==> config.mk <==
export PLATFORM = sky130hd
export DESIGN_NAME = apb_event_cnt_slave
export DESIGN_NICKNAME = d
export VERILOG_FILES = /design/src/rtl/events_apb_pkg.sv /design/src/rtl/evt_cnt_reg.sv /design/src/rtl/apb_event_cnt_slave.sv
export SDC_FILE = /design/constraint.sdc
export NUM_CORES = 1
export LEC_CHECK = 0
export CAP_MARGIN = 40
export CORE_ASPECT_RATIO = 0.8
export CORE_UTILIZATION = 50
export CTS_CLUSTER_DIAMETER = 80
export CTS_CLUSTER_SIZE = 12
export DETAILED_ROUTE_END_ITERATION = 12
export PLACE_DENSITY = 0.76
export SYNTH_ARGS = -nofsm -noshare
export SYNTH_HDL_FRONTEND = slang
export SYNTH_SLANG_ARGS = --single-unit
==> constraint.sdc <==
create_clock -name clk -period 8.2 [get_ports clk]
set_input_delay 2.46 -clock clk [delete_from_list [all_inputs] [get_ports clk]]
set_output_delay 2.46 -clock clk [all_outputs]
set_load 0.02 [all_outputs]
==> src/rtl/events_apb_pkg.sv <==
`default_nettype none
// ============================================================================
//  Module  : events_apb_pkg
//  Brief   : Shared address map, FSM state type and status bit indices for
//            the APB event-count completer.
//  Rev     : 1.0  initial release
// ============================================================================
package events_apb_pkg;

    localparam logic [31:0] ADDR_A_DEF    = 32'hABBA0000;
    localparam logic [31:0] ADDR_B_DEF    = 32'hBAFF0000;
    localparam logic [31:0] ADDR_C_DEF    = 32'hCAFE0000;
    localparam logic [31:0] ADDR_STAT_DEF = 32'h57A70000;

    typedef enum logic [1:0] {
        IDLE   = 2'd0,
        SETUP  = 2'd1,
        ACCESS = 2'd2
    } apb_state_t;

    localparam int STAT_GAP_A = 0;
    localparam int STAT_GAP_B = 1;
    localparam int STAT_GAP_C = 2;
    localparam int STAT_PERR  = 3;

endpackage
`default_nettype wire

==> src/rtl/evt_cnt_reg.sv <==
`default_nettype none
// ============================================================================
//  Module  : evt_cnt_reg
//  Brief   : One event-count register with sequence-gap detection, sticky
//            write-1-to-clear gap flag and a one-cycle update pulse.
//  Rev     : 1.0  initial release
// ============================================================================
module evt_cnt_reg (
    input  logic        clk,
    input  logic        reset,
    input  logic        i_wr_en,
    input  logic [31:0] i_wdata,
    input  logic        i_clr,
    output logic [31:0] o_cnt,
    output logic        o_upd,
    output logic        o_gap
);

    logic [31:0] r_cnt;
    logic        r_upd;
    logic        r_gap;
    logic [31:0] w_expect;
    logic        w_is_gap;

    // Modulo-2^32 increment, so a wrap from all-ones to zero is in sequence.
    assign w_expect = r_cnt + 32'd1;
    assign w_is_gap = (i_wdata != w_expect);

    always_ff @(posedge clk or negedge reset) begin
        if (!reset) begin
            r_cnt <= '0;
            r_upd <= 1'b0;
            r_gap <= 1'b0;
        end else begin
            r_upd <= i_wr_en;
            if (i_wr_en) begin
                r_cnt <= i_wdata;
            end
            if (i_wr_en && w_is_gap) begin
                r_gap <= 1'b1;
            end else if (i_clr) begin
                r_gap <= 1'b0;
            end
        end
    end

    assign o_cnt = r_cnt;
    assign o_upd = r_upd;
    assign o_gap = r_gap;

endmodule
`default_nettype wire

==> src/rtl/apb_event_cnt_slave.sv <==
`default_nettype none
// ============================================================================
//  Module  : apb_event_cnt_slave
//  Brief   : APB completer holding three event-count registers, sticky gap /
//            protocol-error status and programmable wait states.
//  Rev     : 1.0  initial release
// ============================================================================
module apb_event_cnt_slave
    import events_apb_pkg::*;
#(
    parameter int          WAIT_STATES = 1,
    parameter logic [31:0] ADDR_A      = ADDR_A_DEF,
    parameter logic [31:0] ADDR_B      = ADDR_B_DEF,
    parameter logic [31:0] ADDR_C      = ADDR_C_DEF,
    parameter logic [31:0] ADDR_STAT   = ADDR_STAT_DEF
) (
    input  logic        clk,
    input  logic        reset,
    input  logic        apb_psel_i,
    input  logic        apb_penable_i,
    input  logic [31:0] apb_paddr_i,
    input  logic        apb_pwrite_i,
    input  logic [31:0] apb_pwdata_i,
    output logic        apb_pready_o,
    output logic [31:0] apb_prdata_o,
    output logic        apb_pslverr_o,
    output logic [31:0] cnt_a_o,
    output logic [31:0] cnt_b_o,
    output logic [31:0] cnt_c_o,
    output logic [2:0]  upd_o,
    output logic [2:0]  gap_o
);

    localparam logic [3:0] c_WAIT_TGT = 4'(WAIT_STATES);

    apb_state_t  r_state;
    logic [3:0]  r_wait_cnt;
    logic [31:0] r_addr;
    logic [31:0] r_wdata;
    logic        r_write;
    logic        r_perr;

    logic        w_pready;
    logic [2:0]  w_hit;
    logic        w_hit_stat;
    logic        w_hit_any;
    logic [2:0]  w_wr_en;
    logic        w_stat_wr;
    logic [2:0]  w_clr;
    logic [31:0] w_cnt [3];
    logic [2:0]  w_upd;
    logic [2:0]  w_gap;
    logic [31:0] w_rdata;

    assign w_pready = (r_state == ACCESS) && apb_psel_i && apb_penable_i
                      && (r_wait_cnt == c_WAIT_TGT);

    assign w_hit[STAT_GAP_A] = (r_addr == ADDR_A);
    assign w_hit[STAT_GAP_B] = (r_addr == ADDR_B);
    assign w_hit[STAT_GAP_C] = (r_addr == ADDR_C);
    assign w_hit_stat        = (r_addr == ADDR_STAT);
    assign w_hit_any         = (|w_hit) || w_hit_stat;

    assign w_wr_en   = {3{w_pready && r_write}} & w_hit;
    assign w_stat_wr = w_pready && r_write && w_hit_stat;
    assign w_clr     = w_stat_wr ? r_wdata[2:0] : 3'b000;

    generate
        for (genvar gi = 0; gi < 3; gi++) begin : g_ch
            evt_cnt_reg u_cnt_reg (
                .clk     (clk),
                .reset   (reset),
                .i_wr_en (w_wr_en[gi]),
                .i_wdata (r_wdata),
                .i_clr   (w_clr[gi]),
                .o_cnt   (w_cnt[gi]),
                .o_upd   (w_upd[gi]),
                .o_gap   (w_gap[gi])
            );
        end
    endgenerate

    always_ff @(posedge clk or negedge reset) begin
        if (!reset) begin
            r_state    <= IDLE;
            r_wait_cnt <= '0;
            r_addr     <= '0;
            r_wdata    <= '0;
            r_write    <= 1'b0;
            r_perr     <= 1'b0;
        end else begin
            case (r_state)
                IDLE: begin
                    if (apb_psel_i && !apb_penable_i) begin
                        r_state    <= SETUP;
                        r_wait_cnt <= '0;
                        r_addr     <= apb_paddr_i;
                        r_wdata    <= apb_pwdata_i;
                        r_write    <= apb_pwrite_i;
                    end
                end
                SETUP: begin
                    if (!apb_psel_i) begin
                        r_state <= IDLE;
                    end else if (apb_penable_i) begin
                        r_state <= ACCESS;
                    end
                end
                ACCESS: begin
                    if (!apb_psel_i) begin
                        r_state <= IDLE;
                    end else if (!apb_penable_i) begin
                        r_state    <= SETUP;
                        r_wait_cnt <= '0;
                        r_addr     <= apb_paddr_i;
                        r_wdata    <= apb_pwdata_i;
                        r_write    <= apb_pwrite_i;
                    end else if (w_pready) begin
                        r_state <= IDLE;
                    end else begin
                        r_wait_cnt <= r_wait_cnt + 4'd1;
                    end
                end
                default: r_state <= IDLE;
            endcase

            // An access phase with no preceding setup is flagged and dropped.
            if ((r_state == IDLE) && apb_psel_i && apb_penable_i) begin
                r_perr <= 1'b1;
            end else if (w_stat_wr && r_wdata[STAT_PERR]) begin
                r_perr <= 1'b0;
            end
        end
    end

    always_comb begin
        w_rdata = '0;
        if (w_pready && !r_write) begin
            if (w_hit[STAT_GAP_A]) begin
                w_rdata = w_cnt[0];
            end else if (w_hit[STAT_GAP_B]) begin
                w_rdata = w_cnt[1];
            end else if (w_hit[STAT_GAP_C]) begin
                w_rdata = w_cnt[2];
            end else if (w_hit_stat) begin
                w_rdata = {28'b0, r_perr, w_gap};
            end
        end
    end

    assign apb_pready_o  = w_pready;
    assign apb_prdata_o  = w_rdata;
    assign apb_pslverr_o = w_pready && !w_hit_any;
    assign cnt_a_o       = w_cnt[0];
    assign cnt_b_o       = w_cnt[1];
    assign cnt_c_o       = w_cnt[2];
    assign upd_o         = w_upd;
    assign gap_o         = w_gap;

endmodule
`default_nettype wire
==> run summary <==
Wire per inst -> 22.6 µm
Worst slack, placed -> 1090 ps
FILL cells -> 1,780
Yosys top cell by area -> dfrtp_1
Post-route clock period utilization -> 0.863
Met2 Usage GRT -> 0.468
Asr flop ratio synth -> 1.00
Fmax -> 141 MHz
Core Footprint -> 21,600 µm²
Post-CTS sizing -> 0
Critical Path RT -> 5740 ps
Clock skew -> 14.8 ps
Main synth FF type -> dfrtp_1
Via count -> 9,738
H-tree levels -> 4
Met3 usage -> 0.0528
Average size of a mapped cell -> 9.87 µm²
Top post-synthesis cells by area -> dfrtp_1 (40%), mux2_2 (15%), xnor2_1 (5.5%), xor2_1 (3.5%), nand3_1 (2.6%)
PD cells -> 161 nW/µm²
Peak VDD IR -> 0.113 mV
Setup bufs post-CTS -> 0
# diodes -> 0
Post-Syn Area -> 11,000 µm²
Pin count of the biggest net entering global routing -> 67
Internal power -> 0.00152 W
Synth warn -> 0
Slew headroom -> 0.412
Total GRT Usage -> 0.313
Die width -> 168 µm
Antenna violations before repair -> 0
Net Sw Frac -> 0.312
CTS clk-pin slew, worst paths -> 70 ps
Final WL -> 34,600 µm
Worst Setup End Kind -> primary output
Seq/Total Area, Yosys -> 0.397
Hold_buf cts -> 0
Status -> finished clean
Count leader, synth -> dfrtp_1
Syn nets -> 1,184
Routed Antenna Nets -> 0
Arr. time, crit path -> 4620 ps
Post-synthesis simple-gate area fraction -> 0.187
Clk pwr share -> 0.375
Number of global-route vias before repair -> 9,055
Post-DP HPWL -> 25,300 µm
Final RePlAce weighted congestion -> 0.972
Post-synth top cells -> dfrtp_1 (174), mux2_2 (144), clkbuf_1 (76)
Max-cap viol count -> 0
Setup tns final -> 0 ps
Post-Synth XOR/XNOR Area -> 0.0903
CTS Root Cell -> clkbuf_16
Vias/cell -> 6.35
Detailed-route DRC error count -> 0
Met1 Use GR -> 0.463
Ratio of cells with drive above 1 in the final layout -> 0.172
Largest fanout on the critical path -> 16
Starting Density -> 0.508
Synth Area in Compound Gates -> 0.118
Chip height -> 134 µm
Cell Rows -> 48
Worst-margin pin slew -> 879 ps
Cells after Synth -> 1,110
Clock tree from TritonCTS -> built
Top-area cell type share of the netlist area -> 0.397
NetSw -> 0.000690 W
Final setup violation count -> 0
Worst-skew pair later-pin latency -> 450 ps
Nets@finish -> 1,319
Initial DRC Count -> 1,086
Boundary Pins -> 205
Pleak -> 5.43 nW
Final Power -> 0.00221 W
Minimum clock period -> 7080 ps
Die area -> 22,500 µm²
Slack of the critical path -> 1120 ps
Crit path launch type -> primary input
Area growth syn-to-layout -> 25.1%
Clk sink count -> 174
Reg power frac -> 0.470
Setup CP Type -> primary input to primary output
Main combinational cell family by area after synthesis -> simple AND/OR/NAND/NOR gates
TritonRoute pass-1 iters -> 7
Cell variety after synth -> 75
Gr busiest metal -> met2
Final hold vios -> 0
RSZ-0062 raised after global routing -> false
Fin. max-slew vios -> 0
First-pass GRT wire length -> 53,800 µm
Register bit total from synthesis -> 174
Clock buffer depth -> 2
TritonCTS buffer count -> 17
Grt total ovfl -> 0
Logic pwr share -> 0.155
Post-synth EDFFs -> 0
Post-Synth Adder-Cell Area -> 0.00571
IO Port Bufs -> 204
Post-synthesis mux area share -> 0.155
Hold Path Class -> flip-flop to flip-flop
cells by family (layout without fill, tap and decap cells):
kind of cell | count (synthesis) | after routing
and+or+nand+nor | 361 | 361
AOI/OAI and AO/OA | 183 | 183
DFF | 174 | 174
muxes | 152 | 152
buffers and inverters | 122 | 270
xor gates and xnor gates | 113 | 113
adders and majority gates | 5 | 5
final cells by class:
cell class / count / area [µm²] / area share
Timing Repair Buffer: 220 / 2210 / 0.161
Tap cell: 275 / 344 / 0.0251
Sequential cell: 174 / 4350 / 0.317
Inverter: 18 / 67.6 / 0.00493
Clock buffer: 17 / 425 / 0.0310
Clock inverter: 15 / 194 / 0.0141
Multi-Input combinational cell: 814 / 6120 / 0.446
per-stage QoR:
step	hold slack [ps]	utilization	instances	instance area, µm²
4_1_cts	509	0.636	1533	13700
3_5_place_dp	490	0.607	1501	13100
3_3_place_gp	490	0.604	1498	13000
6_report	512	0.636	1533	13700
5_1_grt	526	0.636	1533	13700
2_1_floorplan	471	-	1110	11000
metal layers:
| metal | part of all wire | routed length [µm] | up-vias |
|---|---|---|---|
| met4 | 0.020 | 701 | 0 |
| met2 | 0.44 | 15100 | 465 |
| met5 | 0 | 0 | - |
| met1 | 0.46 | 15800 | 4854 |
| met3 | 0.087 | 3000 | 34 |
| li1 | - | - | 4385 |
path summary, 6_finish.rpt:
check	from	endpoint	slack [ps]	cells after the start
hold / removal	r_addr[25]	r_addr[25]	510	1
setup reg to reg	r_addr[5]	g_ch[0].u_cnt_reg.o_cnt[12]	4240	8
setup / recovery	apb_penable_i	apb_prdata_o[0]	1120	6
hold reg to reg	r_addr[25]	r_addr[25]	510	1
max in group asynchronous	reset	g_ch[1].u_cnt_reg.o_cnt[24]	5170	2
min in group asynchronous	reset	g_ch[0].u_cnt_reg.o_cnt[5]	1950	1
layout by cell type, fill, tap and decap left out, drive strengths merged, types with 11 or more instances in the layout:
cell	instances
o21ai	49
nand4	34
nor4	31
nor3	25
nor2	70
inv	24
a222oi	28
or4	11
buf	17
a31oi	17
xor2	44
and3	12
nand3	57
clkdlybuf4s50	203
xnor2	69
dfrtp	174
a21oi	22
and4	12
mux2	144
clkbuf	17
nand2	52
flip-flops by register name, summed over array words and instances (netlist names):
name                  flops
r_wait_cnt                4
r_wdata                  32
g_ch.u_cnt_reg.o_upd      3
r_write                   1
g_ch.u_cnt_reg.o_cnt     96
r_perr                    1
r_addr                   32
r_state                   2
g_ch.u_cnt_reg.o_gap      3
critical path, stage by stage:
cell	delay, ps
clkdlybuf4s50_1	690
and4_1	330
nand2b_1	100
buf_4	210
nor3_1	200
clkdlybuf4s50_1	630
power by group through the flow:
stage	Clock (W)	Sequential (W)	Combinational [W]
floorplan	0	0.000963	0.000300
global placement	0	0.00105	0.000329
detailed placement	0	0.00106	0.000339
CTS	0.000844	0.00104	0.000342
global route	0.000871	0.00105	0.000375
finish	0.000830	0.00104	0.000342
Power figures use the tool's default switching activity.
